`config.mk`:
```
export PLATFORM = sky130hd
export DESIGN_NAME = split_sample_driver
export DESIGN_NICKNAME = d
export VERILOG_FILES = /design/src/rtl/split_drv_pkg.sv /design/src/rtl/split_lfsr32_adv.sv /design/src/rtl/split_sample_driver.sv
export SDC_FILE = /design/constraint.sdc
export NUM_CORES = 1
export LEC_CHECK = 0
export ABC_AREA = 1
export BUFFER_PORTS_ARGS = -buffer_cell sky130_fd_sc_hd__buf_2
export CORE_MARGIN = 5
export CORE_UTILIZATION = 50
export CTS_BUF_LIST = sky130_fd_sc_hd__clkbuf_4 sky130_fd_sc_hd__clkbuf_8
export DETAILED_ROUTE_END_ITERATION = 8
export PLACE_DENSITY = 0.72
export SLEW_MARGIN = 20
export SYNTH_ARGS = -nofsm -noshare
export SYNTH_HDL_FRONTEND = slang
export SYNTH_HIERARCHICAL = 1
export SYNTH_SLANG_ARGS = --single-unit
```
`constraint.sdc`:
```
create_clock -name clk -period 4.9 [get_ports clk]
set_input_delay 0.735 -clock clk [delete_from_list [all_inputs] [get_ports clk]]
set_output_delay 0.735 -clock clk [all_outputs]
set_load 0.01 [all_outputs]
```
`src/rtl/split_drv_pkg.sv`:
```
// Shared types and constants for the split-block sample driver.
// The LFSR is a right-shifting Galois register; the taps implement x^32+x^22+x^2+x+1.
package split_drv_pkg;

   typedef enum logic [2:0] {
      IDLE,
      FILL,
      CHECK,
      EMIT,
      DONE
   } state_t;

   localparam logic [31:0] LFSR_POLY     = 32'h8020_0003;
   localparam logic [31:0] SEED_ZERO_SUB = 32'h0000_0001;

   function automatic logic [31:0] lfsr_step(input logic [31:0] cur);
      return {1'b0, cur[31:1]} ^ (cur[0] ? LFSR_POLY : 32'h0);
   endfunction

endpackage

```
`src/rtl/split_lfsr32_adv.sv`:
```
// Combinational 32-step advance of the candidate LFSR.
// One call produces a fresh 32-bit candidate word.
module split_lfsr32_adv
   import split_drv_pkg::*;
(
   input  logic [31:0] state,
   output logic [31:0] state_next
);

   always_comb begin
      state_next = state;
      for (int i = 0; i < 32; i++) begin
         state_next = lfsr_step(state_next);
      end
   end

endmodule

```
`src/rtl/split_sample_driver.sv`:
```
// Driver end of the split constraint-block interface: generates LFSR candidates,
// samples the returned satisfaction bit and streams satisfying vectors out.
//
// state | meaning
// IDLE  | waiting for start; counters and fail hold the last run's result
// FILL  | one LFSR word per cycle written into cand_vec, low word first
// CHECK | cand_valid high; sat_in sampled when wait_cnt reaches CHK_LAT
// EMIT  | sol_vec offered downstream until sol_ready
// DONE  | done pulse cycle; start is not accepted here
module split_sample_driver
   import split_drv_pkg::*;
#(
   parameter int VEC_W   = 64,
   parameter int CHK_LAT = 0
) (
   input  logic             clk,
   input  logic             rst_n,
   input  logic             start,
   input  logic [31:0]      seed,
   input  logic [15:0]      target_cnt,
   input  logic [31:0]      max_tries,
   output logic [VEC_W-1:0] cand_vec,
   output logic             cand_valid,
   input  logic             sat_in,
   output logic [VEC_W-1:0] sol_vec,
   output logic             sol_valid,
   input  logic             sol_ready,
   output logic             busy,
   output logic             done,
   output logic             fail,
   output logic [31:0]      tries_cnt,
   output logic [15:0]      sol_cnt
);

   localparam int              NW        = (VEC_W + 31) / 32;
   localparam int              WI_W      = (NW > 1) ? $clog2(NW) : 1;
   localparam logic [WI_W-1:0] LAST_WORD = WI_W'(NW - 1);
   localparam logic [2:0]      CHK_LAT_V = 3'(CHK_LAT);

   state_t          state;
   logic [31:0]     lfsr;
   logic [31:0]     lfsr_adv;
   logic [WI_W-1:0] word_idx;
   logic [2:0]      wait_cnt;
   logic [15:0]     target_q;
   logic [31:0]     max_q;
   logic [31:0]     tries_inc;
   logic [15:0]     sol_inc;
   logic            limit_after_check;
   logic            limit_now;

   split_lfsr32_adv u_adv (
      .state      (lfsr),
      .state_next (lfsr_adv)
   );

   // Saturation only matters for unlimited runs; a limited run stops first.
   assign tries_inc         = (tries_cnt == 32'hFFFF_FFFF) ? tries_cnt : tries_cnt + 32'd1;
   assign sol_inc           = sol_cnt + 16'd1;
   assign limit_after_check = (max_q != 32'd0) && (tries_inc == max_q);
   assign limit_now         = (max_q != 32'd0) && (tries_cnt == max_q);

   always_ff @(posedge clk or negedge rst_n) begin
      if (!rst_n) begin
         state      <= IDLE;
         lfsr       <= SEED_ZERO_SUB;
         word_idx   <= '0;
         wait_cnt   <= '0;
         target_q   <= '0;
         max_q      <= '0;
         cand_vec   <= '0;
         cand_valid <= 1'b0;
         sol_vec    <= '0;
         sol_valid  <= 1'b0;
         busy       <= 1'b0;
         done       <= 1'b0;
         fail       <= 1'b0;
         tries_cnt  <= '0;
         sol_cnt    <= '0;
      end else begin
         done <= 1'b0;
         case (state)
            IDLE: begin
               if (start) begin
                  lfsr      <= (seed == 32'd0) ? SEED_ZERO_SUB : seed;
                  target_q  <= target_cnt;
                  max_q     <= max_tries;
                  tries_cnt <= '0;
                  sol_cnt   <= '0;
                  fail      <= 1'b0;
                  word_idx  <= '0;
                  if (target_cnt == 16'd0) begin
                     busy  <= 1'b0;
                     done  <= 1'b1;
                     state <= DONE;
                  end else begin
                     busy     <= 1'b1;
                     cand_vec <= '0;
                     state    <= FILL;
                  end
               end
            end

            FILL: begin
               lfsr <= lfsr_adv;
               // The final word is truncated simply by having no bits above VEC_W-1.
               for (int b = 0; b < VEC_W; b++) begin
                  if (word_idx == WI_W'(b / 32)) begin
                     cand_vec[b] <= lfsr_adv[b % 32];
                  end
               end
               if (word_idx == LAST_WORD) begin
                  word_idx   <= '0;
                  cand_valid <= 1'b1;
                  wait_cnt   <= '0;
                  state      <= CHECK;
               end else begin
                  word_idx <= word_idx + WI_W'(1);
               end
            end

            CHECK: begin
               wait_cnt <= wait_cnt + 3'd1;
               if (wait_cnt == CHK_LAT_V) begin
                  tries_cnt  <= tries_inc;
                  cand_valid <= 1'b0;
                  if (sat_in) begin
                     sol_vec   <= cand_vec;
                     sol_valid <= 1'b1;
                     state     <= EMIT;
                  end else if (limit_after_check) begin
                     fail  <= 1'b1;
                     busy  <= 1'b0;
                     done  <= 1'b1;
                     state <= DONE;
                  end else begin
                     state <= FILL;
                  end
               end
            end

            EMIT: begin
               if (sol_ready) begin
                  sol_valid <= 1'b0;
                  sol_cnt   <= sol_inc;
                  if (sol_inc == target_q) begin
                     busy  <= 1'b0;
                     done  <= 1'b1;
                     state <= DONE;
                  end else if (limit_now) begin
                     fail  <= 1'b1;
                     busy  <= 1'b0;
                     done  <= 1'b1;
                     state <= DONE;
                  end else begin
                     state <= FILL;
                  end
               end
            end

            DONE: begin
               state <= IDLE;
            end

            default: begin
               state <= IDLE;
            end
         endcase
      end
   end

endmodule

```
== Word level (Yosys, flattened, before mapping) ==
Index checks and enable logic that the tools add are counted.
Storage, ports and cells
  flip-flop bits (word level): 268
  logic and storage cells: 253
  output and inout port bits: 181
Operators by class
  reductions and logical operators: 26
  mux-type cells: 156
  bitwise gates (word level): 32
  add/sub/neg operators: 4
  equal/unequal tests: 19
Operators by type and width (number)
  $mux W32: 37
  $xor A31 B32 Y32: 32
  $mux W64: 2
  $pmux W32 S2: 2
  $pmux W64 S2: 1
  $mux W1: 93
  $eq A32 B32 Y1: 2
  $add A32 B1 Y32 const B: 1
  $eq A32 B32 Y1 const B: 1
  $logic_not A32 Y1: 1
  $mux W16: 2
  $pmux W16 S2: 1
  $reduce_bool A32 Y1: 1
  $mux W3: 10
  $ne A2 B2 Y1 const B: 11
  $add A16 B1 Y16 const B: 1
  $eq A16 B16 Y1: 1
  $logic_not A16 Y1: 1
  $reduce_and A4 Y1: 4
  $pmux W3 S4: 1
  $reduce_and A3 Y1: 4
  $reduce_bool A2 Y1: 5
  $pmux W1 S3: 3
  $reduce_and A8 Y1: 1
  12 further kinds: 19

== Depth between registers and ports, before layout ==
  depth in word-level cells: 66
  depth in mapped cells: 46

== By module ==
The synthesis kept the hierarchy.
Modules (own cells, without submodules)
  split_sample_driver: seq. area each 6707.7 um2, cells an instance 1741, instances 1, area an instance 13763.2 um2
  split_lfsr32_adv: seq. area each 0.0 um2, cells an instance 246, instances 1, area an instance 1750.4 um2

== Least setup slack after synthesis ==
OpenSTA, ideal clock, no wires.
  path kind: register -> register
  start point: register lfsr[0]
  end point: register lfsr[0]
  clock period less this slack: 4.238 ns
  cell stages (with the launch flop): 40
  setup slack: 0.662 ns
  setup time: 0.082 ns
  path buffers: 1
  arrival: 4.156 ns
  data required time: 4.818 ns
  cell sequence: dfstp_2 buf_6 nand2_2 nand2_4 xnor3_2 nand2_4 nand2_4 nand2_4 nand2_2 nand2_1 nand3_2 nand2_4 xnor3_1 nand2_1 nand2_2 nand2_2 nand2_2 nand2_2 (+4 left out) nand3_2 nand2_4 nand2_4 nand3_4 nand2_4 nand2_1 nand3_2 nand2_2 nand2_2 nand3_1 nand2_1 nand2_1 nand2_1 nand2_1 nand2_1 nand2_1 inv_1 a211o_1
Between the ends
  cells in the longest elaborated chain, start to end: 65
RTL lines
  start, declared: RTL line split_sample_driver.sv:41  | logic [31:0] lfsr;
  start signal, assigned: RTL line split_sample_driver.sv:85  | lfsr <= (seed == 32'd0) ? SEED_ZERO_SUB : seed;
  start signal, assigned: RTL line split_sample_driver.sv:105  | lfsr <= lfsr_adv;
  $mux W32 *: RTL line split_drv_pkg.sv:17  | return {1'b0, cur[31:1]} ^ (cur[0] ? LFSR_POLY : 32'h0);
  $xor A31 B32 Y32 *: RTL line split_drv_pkg.sv:17
  $mux W32: RTL line split_drv_pkg.sv:17
  $xor A31 B32 Y32 *: RTL line split_drv_pkg.sv:17
  $mux W32: RTL line split_drv_pkg.sv:17
  $xor A31 B32 Y32 *: RTL line split_drv_pkg.sv:17
  $mux W32: RTL line split_drv_pkg.sv:17
  $xor A31 B32 Y32 *: RTL line split_drv_pkg.sv:17
  (+50 left out)
  $mux W32: RTL line split_drv_pkg.sv:17
  $xor A31 B32 Y32 *: RTL line split_drv_pkg.sv:17
  $mux W32: RTL line split_drv_pkg.sv:17
  $xor A31 B32 Y32 *: RTL line split_drv_pkg.sv:17
  $mux W32: RTL line split_drv_pkg.sv:17
  $xor A31 B32 Y32 *: RTL line split_drv_pkg.sv:17
  via lfsr_adv[0]: RTL line split_sample_driver.sv:42  | logic [31:0] lfsr_adv;
  $pmux W32 S2 *: RTL line split_sample_driver.sv:82  | case (state)
Mark *: on every way through the listed nets, which the timed path passes. The rest lies on a longest branch.
A chain may end at the register's enable or synchronous reset.

== Worst setup path after layout ==
  start point: register lfsr[0]
  end point: register lfsr[1]
The elaborated chain is that of the path after synthesis.

==> impl_metrics.env <==
export IMPL_status="finished clean"
export IMPL_syn_instance_count=1987
export IMPL_final_cell_area_um2=18770
export IMPL_drt_wl_total_um=52560
export IMPL_synth_edf_count=0
export IMPL_dieArea_um2=34650
export IMPL_yosys_warnings=6
export IMPL_rr_worst_depth=39
export IMPL_place_port_buffers=265
export IMPL_period_minus_slack_ns=4.736
export IMPL_dp_hpwl_um=39720
export IMPL_via_per_inst=5.568
export IMPL_row_count=64
export IMPL_ant_nets=0
export IMPL_yosysTopAreaCellShare_pct=43.07
export IMPL_layout_common_cells="nand2_1 (576), dfrtp_1 (267), buf_2 (264), inv_1 (226), o21ai_0 (154)"
export IMPL_synth_largest_area_cell="dfrtp_1"
export IMPL_setup_viol=0
export IMPL_hold_violations=0
export IMPL_stdcell_count=2711
export IMPL_multiInputGateArea_um2=7920
export IMPL_worst_pin_slew_ns=1.092
export IMPL_root_buffer="clkbuf_8"
export IMPL_clk_latency_ns=0.58
export IMPL_critPathKind="register to register"
export IMPL_place_inst=2599
export IMPL_cp_start_kind="register"
export IMPL_initial_core_util_pct=50.72
export IMPL_area_growth_pct=20.99
export IMPL_critical_path_slowest_cell="dfstp_2"
export IMPL_finalMaxSlewViolations=0
export IMPL_drive_gt1_share_pct=25.01
export IMPL_cts_buffer_depth=3
export IMPL_grt_pass1_wl_um=80130
export IMPL_cts_buffers=47
export IMPL_syn_avg_cell_area_um2=7.808
export IMPL_fillers=2812
export IMPL_antenna_found_initial=1
export IMPL_required_ns=5.36
export IMPL_ys_types=52
export IMPL_fin_skew_ns=0.03889
export IMPL_clk_pin_slew_worst_paths_ns=0.06
export IMPL_synth_fp_nets=2076
export IMPL_pin_count=266
export IMPL_cts_sinks=268
export IMPL_antenna_cells=0
export IMPL_path_max_fanout=7
export IMPL_r2r_setup_slack_ns=0.16
export IMPL_ys_seq_elements=268
export IMPL_cp_arrival_ns=5.19
export IMPL_synth_area_leaders="dfrtp_1 (43%), nand2_1 (14%), inv_1 (5.5%)"
export IMPL_ff_latch_area_um2=6708
export IMPL_synth_area_um2=15510
export IMPL_core_um2=30590
export IMPL_r2r_start="lfsr[0]$_DFFE_PN1P_"
export IMPL_max_stage_delay_ns=0.62
export IMPL_grt_start_max_net_pins=103
export IMPL_final_net_count=2369
export IMPL_async_flop_share_pct=100.0
export IMPL_grt_pass1_vias=14560
export IMPL_dieHeight_um=186.1
export IMPL_first_pass_iters=7
export IMPL_synth_main_ff_cell="dfrtp_1"
export IMPL_cap_violations=0
export IMPL_max_slew_margin_rel_pct=27.10
export IMPL_via_count=15100
export IMPL_r2r_end="lfsr[1]$_DFFE_PN0P_"
export IMPL_fmax_mhz=211.2
export IMPL_htreeDepth=2
export IMPL_seq_area_frac_synth_pct=43.24
export IMPL_die_x_um=186.1
export IMPL_crit_path_end_kind="register"
export IMPL_hold_class="input port to async pin"
export IMPL_dpl_instance_area_um2=17220
export IMPL_drtIter0Drc=1130
export IMPL_wire_per_inst_um=19.39
export IMPL_gp_congestion=1.030
export IMPL_layout_commonest_cell="nand2_1"
export IMPL_period_share_pct=96.65
export IMPL_grtUsageTotal_pct=29.31
export IMPL_overflow=0
export IMPL_cts_tree="yes"
export IMPL_drc=0
export IMPL_crit_top_cell="nand2_4"
-- layer usage --
layer	track usage, %	wire (um)	up-vias
met5	0	7	-
met3	5.134	3953	128
met1	39.72	21860	7291
met4	8.627	1536	2
li1	-	-	7018
met2	48.69	25200	656
-- worst max-delay path: cells and delay by family (launching register included) --
kind | cells | cell delay, ns
flops | 1 | 0.62
buf+inv | 5 | 0.35
xor+xnor | 2 | 0.44
simple gates | 31 | 2.92
compound gates | 1 | 0.26
-- stage by stage --
stage	setup WS, ns	TNS (ns)	utilization, %	hold WS (ns)
CTS	0.03372	0	59.91	0.1982
floorplan	0.6617	0	-	0.4394
finish	0.1642	0	61.36	0.1831
global route	-0.07009	-0.2705	61.36	0.2273
detailed placement	-0.06926	-0.06926	56.29	0.4591
global placement	0.2536	0	56.29	0.4552
-- kinds of logic (layout without fill, tap and decap cells) --
group,after synthesis,after routing,synth area share (%)
xor+xnor,103,103,6.888
simple gates,1047,1047,31.17
mux,32,32,2.323
compound gates,235,235,8.533
fa+ha+maj,4,4,0.3226
flops,268,268,43.24
buf+inv,298,626,7.525
-- synth_stat cells, types with 28 or more instances --
master / count
xnor2_1: 28
nand4_1: 38
o21ai_0: 157
nand2_1: 595
clkbuf_1: 46
nand2_2: 31
nor2_1: 122
inv_1: 228
xor2_1: 62
nand3_1: 156
mux2_2: 32
dfrtp_1: 267
-- final cells by class --
class                   count  share of cell area [%]
repair buffers            305                   8.852
well taps                 396                   2.640
clock inverters            11                  0.9065
multi-input cells        1421                   42.19
flip-flops and latches    268                   35.74
inverters                 237                   4.753
clock buffers              73                   4.919
-- flip-flops by register name, summed over array words and instances, names as in the netlist, 3 cells and up --
signal,cells
max_q,32
lfsr,32
tries_cnt,32
sol_vec,64
target_q,16
cand_vec,64
wait_cnt,3
state,3
sol_cnt,16
-- worst max path at each step --
stage                        start                        to  slack, ns  depth (start not counted)
2_1_floorplan  lfsr[0]$_DFFE_PN1P_       lfsr[0]$_DFFE_PN1P_       0.66                         39
3_3_place_gp   lfsr[0]$_DFFE_PN1P_  cand_vec[21]$_DFFE_PN0P_       0.25                         35
3_5_place_dp   lfsr[0]$_DFFE_PN1P_  cand_vec[21]$_DFFE_PN0P_      -0.07                         37
4_1_cts        lfsr[0]$_DFFE_PN1P_  cand_vec[21]$_DFFE_PN0P_       0.03                         37
5_1_grt        lfsr[0]$_DFFE_PN1P_       lfsr[0]$_DFFE_PN1P_      -0.07                         40
6_report       lfsr[0]$_DFFE_PN1P_       lfsr[1]$_DFFE_PN0P_       0.16                         39
-- timing repair --
action,in CTS,in global routing
endpoints found under the setup margin,1,40
gates resized for setup,1,57
pin swaps,0,19
hold buffers,0,0
buffers inserted,1,27
Power is left out: the tool's default activity adds up to more than one toggle a clock period on the data nets, which glitch-free logic cannot reach.
